## config.mk

```make
export PLATFORM = sky130hd
export DESIGN_NAME = lfsr_gen_flat
export DESIGN_NICKNAME = d
export VERILOG_FILES = /design/src/rtl/lfsr_gen_pkg.sv /design/src/rtl/lfsr_gen_if.sv /design/src/rtl/lfsr_gen_step.sv /design/src/rtl/lfsr_gen.sv /design/src/flat_wrapper.sv
export SDC_FILE = /design/constraint.sdc
export NUM_CORES = 1
export LEC_CHECK = 0
export ABC_AREA = 1
export CAP_MARGIN = 10
export CELL_PAD_IN_SITES_DETAIL_PLACEMENT = 1
export CELL_PAD_IN_SITES_GLOBAL_PLACEMENT = 1
export CORE_MARGIN = 4
export CORE_UTILIZATION = 34
export CTS_CLUSTER_SIZE = 8
export DETAILED_ROUTE_END_ITERATION = 7
export PLACE_DENSITY_LB_ADDON = 0.1
export SYNTH_ARGS = -nofsm -noshare
export SYNTH_HDL_FRONTEND = slang
export SYNTH_SLANG_ARGS = --single-unit
```

## constraint.sdc

```tcl
create_clock -name clk -period 2.1 [get_ports clk]
set_input_delay 0.63 -clock clk [delete_from_list [all_inputs] [get_ports clk]]
set_output_delay 0.63 -clock clk [all_outputs]
set_load 0.005 [all_outputs]
```

## src/rtl/lfsr_gen_pkg.sv

```systemverilog
// Shared types and default maximal-length tap table for the lfsr_gen family.
// Tap encoding: bit k set means polynomial term x^(k+1) is present.
package lfsr_gen_pkg;

    typedef enum logic {
        FIB = 1'b0,
        GAL = 1'b1
    } lfsr_mode_e;

    typedef enum logic {
        RUN  = 1'b0,
        HOLD = 1'b1
    } lfsr_fsm_e;

    localparam int unsigned MIN_WIDTH = 3;
    localparam int unsigned MAX_WIDTH = 32;

    // Maximal-length polynomials for every supported width
    function automatic logic [31:0] default_taps(input int unsigned width);
        logic [31:0] taps;
        taps = 32'h0000_0000;
        case (width)
            3:       taps = 32'h0000_0006;
            4:       taps = 32'h0000_000C;
            5:       taps = 32'h0000_0014;
            6:       taps = 32'h0000_0030;
            7:       taps = 32'h0000_0060;
            8:       taps = 32'h0000_00B8;
            9:       taps = 32'h0000_0110;
            10:      taps = 32'h0000_0240;
            11:      taps = 32'h0000_0500;
            12:      taps = 32'h0000_0829;
            13:      taps = 32'h0000_100D;
            14:      taps = 32'h0000_2015;
            15:      taps = 32'h0000_6000;
            16:      taps = 32'h0000_D008;
            17:      taps = 32'h0001_2000;
            18:      taps = 32'h0002_0400;
            19:      taps = 32'h0004_0023;
            20:      taps = 32'h0009_0000;
            21:      taps = 32'h0014_0000;
            22:      taps = 32'h0030_0000;
            23:      taps = 32'h0042_0000;
            24:      taps = 32'h00E1_0000;
            25:      taps = 32'h0120_0000;
            26:      taps = 32'h0200_0023;
            27:      taps = 32'h0400_0013;
            28:      taps = 32'h0900_0000;
            29:      taps = 32'h1400_0000;
            30:      taps = 32'h2000_0029;
            31:      taps = 32'h4800_0000;
            32:      taps = 32'h8020_0003;
            default: taps = 32'h0000_0000;
        endcase
        return taps;
    endfunction

endpackage

```

## src/rtl/lfsr_gen_if.sv

```systemverilog
// Control/seed/status bundle between the LFSR generator and its consumer.
// With LFSR_GEN_PARITY_EN defined, lfsr_out carries an extra parity MSB.
interface lfsr_gen_if
    import lfsr_gen_pkg::*;
#(
    parameter int unsigned WIDTH = 7
);
`ifdef LFSR_GEN_PARITY_EN
    localparam int unsigned OUT_W = WIDTH + 1;
`else
    localparam int unsigned OUT_W = WIDTH;
`endif

    logic             en;
    lfsr_mode_e       mode;
    logic             load_valid;
    logic [WIDTH-1:0] load_seed;
    logic             load_ready;
    logic [OUT_W-1:0] lfsr_out;
    logic             seed_err;
    logic             period_done;
    logic [WIDTH-1:0] period_len;

    modport master (
        output en, mode, load_valid, load_seed,
        input  load_ready, lfsr_out, seed_err, period_done, period_len
    );

    modport slave (
        input  en, mode, load_valid, load_seed,
        output load_ready, lfsr_out, seed_err, period_done, period_len
    );

endinterface

```

## src/rtl/lfsr_gen_step.sv

```systemverilog
// Combinational next-state for one LFSR step, Fibonacci or Galois form.
module lfsr_gen_step
    import lfsr_gen_pkg::*;
#(
    parameter int unsigned      WIDTH = 7,
    parameter logic [WIDTH-1:0] TAPS  = WIDTH'(default_taps(WIDTH))
) (
    input  logic [WIDTH-1:0] state,
    input  lfsr_mode_e       mode,
    output logic [WIDTH-1:0] next_state
);

    logic [WIDTH-1:0] fib_c;
    logic [WIDTH-1:0] gal_mask_c;
    logic [WIDTH-1:0] gal_c;

    // Fibonacci: shift left, feed back parity of the tapped bits
    assign fib_c = {state[WIDTH-2:0], ^(state & TAPS)};

    // Galois: multiply by x, reduce by the polynomial when the MSB falls out
    assign gal_mask_c = state[WIDTH-1] ? {TAPS[WIDTH-2:0], 1'b1} : '0;
    assign gal_c      = {state[WIDTH-2:0], 1'b0} ^ gal_mask_c;

    assign next_state = (mode == GAL) ? gal_c : fib_c;

endmodule

```

## src/rtl/lfsr_gen.sv

```systemverilog
// Parametrised LFSR generator with seed-load handshake, lock-up guard and period meter.
// Optional parity MSB on lfsr_out is enabled by defining LFSR_GEN_PARITY_EN.
module lfsr_gen
    import lfsr_gen_pkg::*;
#(
    parameter int unsigned      WIDTH = 7,
    parameter logic [WIDTH-1:0] TAPS  = WIDTH'(default_taps(WIDTH)),
    parameter logic [WIDTH-1:0] SEED  = WIDTH'(1)
) (
    input  logic      clk,
    input  logic      rst,
    lfsr_gen_if.slave bus
);

    localparam logic [WIDTH-1:0] CNT_MAX = '1;
    localparam logic [WIDTH-1:0] ONE     = WIDTH'(1);

    lfsr_fsm_e        fsm_q;
    lfsr_fsm_e        fsm_d;
    lfsr_mode_e       mode_q;
    logic [WIDTH-1:0] state_q;
    logic [WIDTH-1:0] start_q;
    logic [WIDTH-1:0] cnt_q;
    logic [WIDTH-1:0] period_len_q;
    logic             load_ready_q;
    logic             seed_err_q;
    logic             period_done_q;

    logic [WIDTH-1:0] next_state_c;
    logic [WIDTH-1:0] seed_c;
    logic [WIDTH-1:0] cnt_base_c;
    logic [WIDTH-1:0] cnt_inc_c;
    logic [WIDTH-1:0] start_ref_c;
    logic             accept_c;
    logic             step_c;
    logic             lockup_c;
    logic             mode_chg_c;
    logic             cnt_sat_c;

    lfsr_gen_step #(
        .WIDTH (WIDTH),
        .TAPS  (TAPS)
    ) u_step (
        .state      (state_q),
        .mode       (bus.mode),
        .next_state (next_state_c)
    );

    always_ff @(posedge clk) begin
        if (rst) begin
            fsm_q <= RUN;
        end else begin
            fsm_q <= fsm_d;
        end
    end

    // HOLD is a single dead cycle after every accepted load
    always_comb begin
        fsm_d = fsm_q;
        unique case (fsm_q)
            RUN:     if (accept_c) fsm_d = HOLD;
            HOLD:    fsm_d = RUN;
            default: fsm_d = RUN;
        endcase
    end

    always_comb begin
        accept_c   = 1'b0;
        step_c     = 1'b0;
        lockup_c   = (state_q == '0);
        mode_chg_c = (bus.mode != mode_q);
        unique case (fsm_q)
            RUN: begin
                accept_c = bus.load_valid & load_ready_q;
                step_c   = bus.en & ~accept_c & ~lockup_c;
            end
            HOLD:    begin end
            default: begin end
        endcase
    end

    // A mode change restarts the period measurement from the current state
    assign seed_c      = (bus.load_seed == '0) ? ONE : bus.load_seed;
    assign cnt_base_c  = mode_chg_c ? '0 : cnt_q;
    assign start_ref_c = mode_chg_c ? state_q : start_q;
    assign cnt_sat_c   = (cnt_base_c == CNT_MAX);
    assign cnt_inc_c   = cnt_base_c + ONE;

    always_ff @(posedge clk) begin
        if (rst) begin
            state_q       <= SEED;
            start_q       <= SEED;
            cnt_q         <= '0;
            period_len_q  <= '0;
            period_done_q <= 1'b0;
            seed_err_q    <= 1'b0;
            load_ready_q  <= 1'b1;
            mode_q        <= FIB;
        end else begin
            period_done_q <= 1'b0;
            seed_err_q    <= 1'b0;
            load_ready_q  <= (fsm_d == RUN);
            mode_q        <= bus.mode;
            if (accept_c) begin
                state_q    <= seed_c;
                start_q    <= seed_c;
                cnt_q      <= '0;
                seed_err_q <= (bus.load_seed == '0);
            end else if (lockup_c) begin
                state_q <= SEED;
                cnt_q   <= '0;
            end else begin
                if (mode_chg_c) begin
                    start_q <= state_q;
                end
                if (step_c) begin
                    state_q <= next_state_c;
                    if (next_state_c == start_ref_c) begin
                        period_done_q <= 1'b1;
                        if (!cnt_sat_c) begin
                            period_len_q <= cnt_inc_c;
                        end
                        cnt_q <= '0;
                    end else begin
                        cnt_q <= cnt_sat_c ? cnt_base_c : cnt_inc_c;
                    end
                end else begin
                    cnt_q <= cnt_base_c;
                end
            end
        end
    end

    assign bus.load_ready  = load_ready_q;
    assign bus.seed_err    = seed_err_q;
    assign bus.period_done = period_done_q;
    assign bus.period_len  = period_len_q;

`ifdef LFSR_GEN_PARITY_EN
    assign bus.lfsr_out = {~^state_q, state_q};
`else
    assign bus.lfsr_out = state_q;
`endif

endmodule

```

## src/flat_wrapper.sv

```systemverilog
// flat-port wrapper written by rule: the top's interface ports become plain ports
module lfsr_gen_flat import lfsr_gen_pkg::*;
#(
    parameter int unsigned      WIDTH = 7,
    parameter logic [WIDTH-1:0] TAPS  = WIDTH'(default_taps(WIDTH)),
    parameter logic [WIDTH-1:0] SEED  = WIDTH'(1)
)
  (clk, rst, bus_en, bus_mode, bus_load_valid, bus_load_seed, bus_load_ready, bus_lfsr_out, bus_seed_err, bus_period_done, bus_period_len);
  lfsr_gen_if #(.WIDTH(WIDTH)) bus_i ();
  input  logic clk;
  input  logic rst;
  input wire logic [$bits(bus_i.en)-1:0] bus_en;
  input wire logic [$bits(bus_i.mode)-1:0] bus_mode;
  input wire logic [$bits(bus_i.load_valid)-1:0] bus_load_valid;
  input wire logic [$bits(bus_i.load_seed)-1:0] bus_load_seed;
  output wire logic [$bits(bus_i.load_ready)-1:0] bus_load_ready;
  output wire logic [$bits(bus_i.lfsr_out)-1:0] bus_lfsr_out;
  output wire logic [$bits(bus_i.seed_err)-1:0] bus_seed_err;
  output wire logic [$bits(bus_i.period_done)-1:0] bus_period_done;
  output wire logic [$bits(bus_i.period_len)-1:0] bus_period_len;
  assign bus_i.en = bus_en;
  assign bus_i.mode = bus_mode;
  assign bus_i.load_valid = bus_load_valid;
  assign bus_i.load_seed = bus_load_seed;
  assign bus_load_ready = bus_i.load_ready;
  assign bus_lfsr_out = bus_i.lfsr_out;
  assign bus_seed_err = bus_i.seed_err;
  assign bus_period_done = bus_i.period_done;
  assign bus_period_len = bus_i.period_len;
  lfsr_gen #(.WIDTH(WIDTH), .TAPS(TAPS), .SEED(SEED)) u_core (.clk(clk), .rst(rst), .bus(bus_i));
endmodule
```

==> metrics.csv <==
metric;value;unit
Max VDD drop;299;uV
crit-path max FO;6;
GPL Wtd Cong;0.819;
Overflow after GRT;0;
Mapped Area;0.00194;mm2
Comb power frac;0.270;
routed len/inst;13.7;um
sequential area share after synthesis;0.341;
Initial Util;0.352;
FF-to-FF Start;u_core.bus.lfsr_out[5]$_SDFFE_PP0P_;
Sum Neg Setup Slack;0;ps
antenna violations before repair;0;
post-synthesis mux area share;0;
Worst-Margin Slew;376;ps
critical path class;reg -> out;
FP Rows;27;
Tot Pwr;1990;uW
core area;0.00551;mm2
Pins Over Slew Limit;0;
largest net degree at the start of global routing;24;
IO buf count;28;
Filler cells;729;
fraction of layout cells with a size suffix above 1;0.213;
internal power;1390;uW
Reg2Reg Depth;9;
Synth Area in Simple Gates;0.436;
WP buf/inv;1;
PwrDens;724;mW/mm2
IO Count;29;
via count;2125;
Synth-to-Final Area Change;42.2;%
Net Count, Synth;307;
first drt pass iteration count;4;
CTS buffer count;5;
Mapped Avg Cell Area;6.58;um2
Final Cycle Share;0.926;
Clock Skews;5.41;ps
crit-path cells;clkdlybuf4s50_1;
CP delay by family, top;buffers and inverters;
Yosys top cell by area;dfxtp_1;
root buf cell;clkbuf_8;
clock slew at reported path FFs;80;ps
CP max stage cell;clkdlybuf4s50_1;
DIE AREA;0.00696;mm2
Max-slew headroom;0.747;
CTS tree;built;
area fraction in compound gates after synthesis;0.0957;
H-tree Lvls;2;
Finished Core Util;0.500;
clk_lat worst skew;290;ps
DRT Wirelength;5.97;mm
Die W;83.5;um
Max stage delay on crit path;560;ps
crit end category;primary output;
Flop pwr share;0.361;
vias in the first global route;2198;
Yosys top cell area share;0.341;
Final HPWL DP;4.64;mm
worst hold path class;reg -> reg;
Hold EP;u_core.bus.period_len[1]$_SDFFE_PP0P_;
most common cell after layout, fill and taps aside;nand2_1;
Antenna Nets Post-Route;0;
nets;374;
1st-iter DRT viols;82;
CTS sink count;33;
Vias/cell;4.90;
synth unique cells;27;
max capacitance violation total;0;
outcome;finished, final reports clean;
fin crit period;1940;ps
most frequent cells in the layout;nand2_1, nand3_1, buf_4;
WHS;493;ps
FMAX;0.515;GHz
ranking of synthesized cells by area;dfxtp_1, nand2_1, nand3_1;
n_diodes;0;
hold path startpoint;u_core.bus.period_len[1]$_SDFFE_PP0P_;
crit path DAT;1310;ps
Die Ht;83.5;um
clock network power share;0.368;
global-route wire length before repair;10.4;mm
sw power;603;uW
WHS Path Cells;2;
adder-cell share of the synthesized area;0.00646;
synthesized flop and latch total;33;
GRT Util Overall;0.184;
startpoint class of the critical path;flip-flop;
LEAKAGE;0.00121;uW
switch share;0.302;
RSZ-0062 raised after global routing;false;
Yosys Warn Count;0;
Post-Syn Instances;294;
setup violators final;0;
Fin. Hold Viols;0;
Bufs on Longest Clock Path;2;
largest family of logic cells by synthesized area;simple AND/OR/NAND/NOR gates;
CP required;1470;ps
Synth Area in XOR/XNOR;0.0226;
RR Endpoint;u_core.cnt_q[3]$_SDFF_PP0_;
Post-route DRC;0;
setup slack, reg-to-reg;290;ps
-- worst min-delay path: cells and delay by family, from the launching register on --
family | cells | cell delay, ps
DFF | 1 | 330
and+or+nand+nor | 1 | 90
AOI/OAI and AO/OA | 1 | 40
-- cell usage after synthesis --
| cell | n |
|---|---|
| ha_1 | 1 |
| nand2_4 | 4 |
| nor4_1 | 1 |
| nand3_1 | 39 |
| buf_6 | 5 |
| nor2_1 | 26 |
| nand3_2 | 5 |
| nor3_2 | 1 |
| nor2_2 | 1 |
| nand2_2 | 4 |
| dfxtp_1 | 33 |
| nand3b_1 | 1 |
| xnor2_1 | 2 |
| nor2_4 | 3 |
| inv_1 | 27 |
| nand2_1 | 95 |
| o21ai_1 | 4 |
| xor2_1 | 3 |
| o2111ai_1 | 1 |
| o21ai_0 | 8 |
| o211ai_1 | 1 |
| a21oi_1 | 8 |
| a31oi_1 | 11 |
| inv_2 | 4 |
| buf_2 | 2 |
| clkbuf_1 | 2 |
| nor3_1 | 2 |
-- through the flow --
| stage | setup slack [ps] | std cells | area [um2] |
|---|---|---|---|
| global route | 81.3 | 434 | 2750 |
| CTS | 59.7 | 434 | 2750 |
| detailed placement | -713 | 426 | 2610 |
| finish | 156 | 434 | 2750 |
| global placement | -612 | 426 | 2610 |
| floorplan | 2.91 | 294 | 1960 |
-- kinds of logic (layout without fill, tap and decap cells) --
| family | Yosys count | in the layout |
|---|---|---|
| AO/OA/AOI/OAI | 33 | 33 |
| XOR/XNOR | 5 | 5 |
| adder cells (fa/ha/maj) | 1 | 1 |
| buffers and inverters | 40 | 108 |
| flip-flops | 33 | 33 |
| AND/OR/NAND/NOR | 182 | 182 |
-- repair_timing --
item | CTS | global route
endpoints found under the hold margin | 0 | 0
hold buffers | 0 | 0
gates cloned | 0 | 0
endpoints found under the setup margin | 15 | 14
gates resized for setup | 5 | 6
buffers inserted | 0 | 0
-- how the worst max path moves through the flow --
| stage | from | to | slack (ps) | depth (start not counted) |
|---|---|---|---|---|
| finish | u_core.bus.lfsr_out[1]$_SDFFE_PP0P_ | bus_lfsr_out[1] | 160 | 1 |
| global route | u_core.bus.lfsr_out[1]$_SDFFE_PP0P_ | bus_lfsr_out[1] | 80 | 1 |
| CTS | bus_mode | u_core.bus.period_len[5]$_SDFFE_PP0P_ | 60 | 13 |
| detailed placement | bus_mode | u_core.bus.period_len[5]$_SDFFE_PP0P_ | -710 | 13 |
| global placement | bus_mode | u_core.bus.period_len[6]$_SDFFE_PP0P_ | -610 | 13 |
| floorplan | bus_mode | u_core.bus.period_len[0]$_SDFFE_PP0P_ | 3 | 15 |
-- power groups by stage --
stage               clock network, uW  logic (uW)  registers [uW]
floorplan                           0         297             723
global placement                    0         524             734
detailed placement                  0         534             734
CTS                               747         540             721
global route                      781         604             730
finish                            735         539             720
-- layout make-up --
class	instances	area (um2)	share of cell area
multi-input cells	221	1120	0.407
inverters	31	124	0.0450
flip-flops and latches	33	661	0.240
repair buffers	69	624	0.227
clock buffers	5	68.8	0.0250
well taps	72	90.1	0.0327
clock inverters	3	65.1	0.0236
-- registers in the layout, summed over array words and instances (netlist names) --
signal / flops
u_core.bus.period_done: 1
u_core.mode_q: 1
u_core.cnt_q: 7
u_core.bus.period_len: 7
u_core.bus.lfsr_out: 7
u_core.bus.seed_err: 1
u_core.start_q: 7
u_core.bus.load_ready: 1
u_core.fsm_q: 1
-- per-layer routing --
metal / global-route usage / up-vias / part of all wire
met2: 0.286 / 42 / 0.44
met1: 0.248 / 992 / 0.50
met4: 0.0614 / 0 / 0.013
met3: 0.0484 / 8 / 0.044
met5: 0 / - / 0
li1: - / 1083 / -
(Power assumes the default switching activity.)
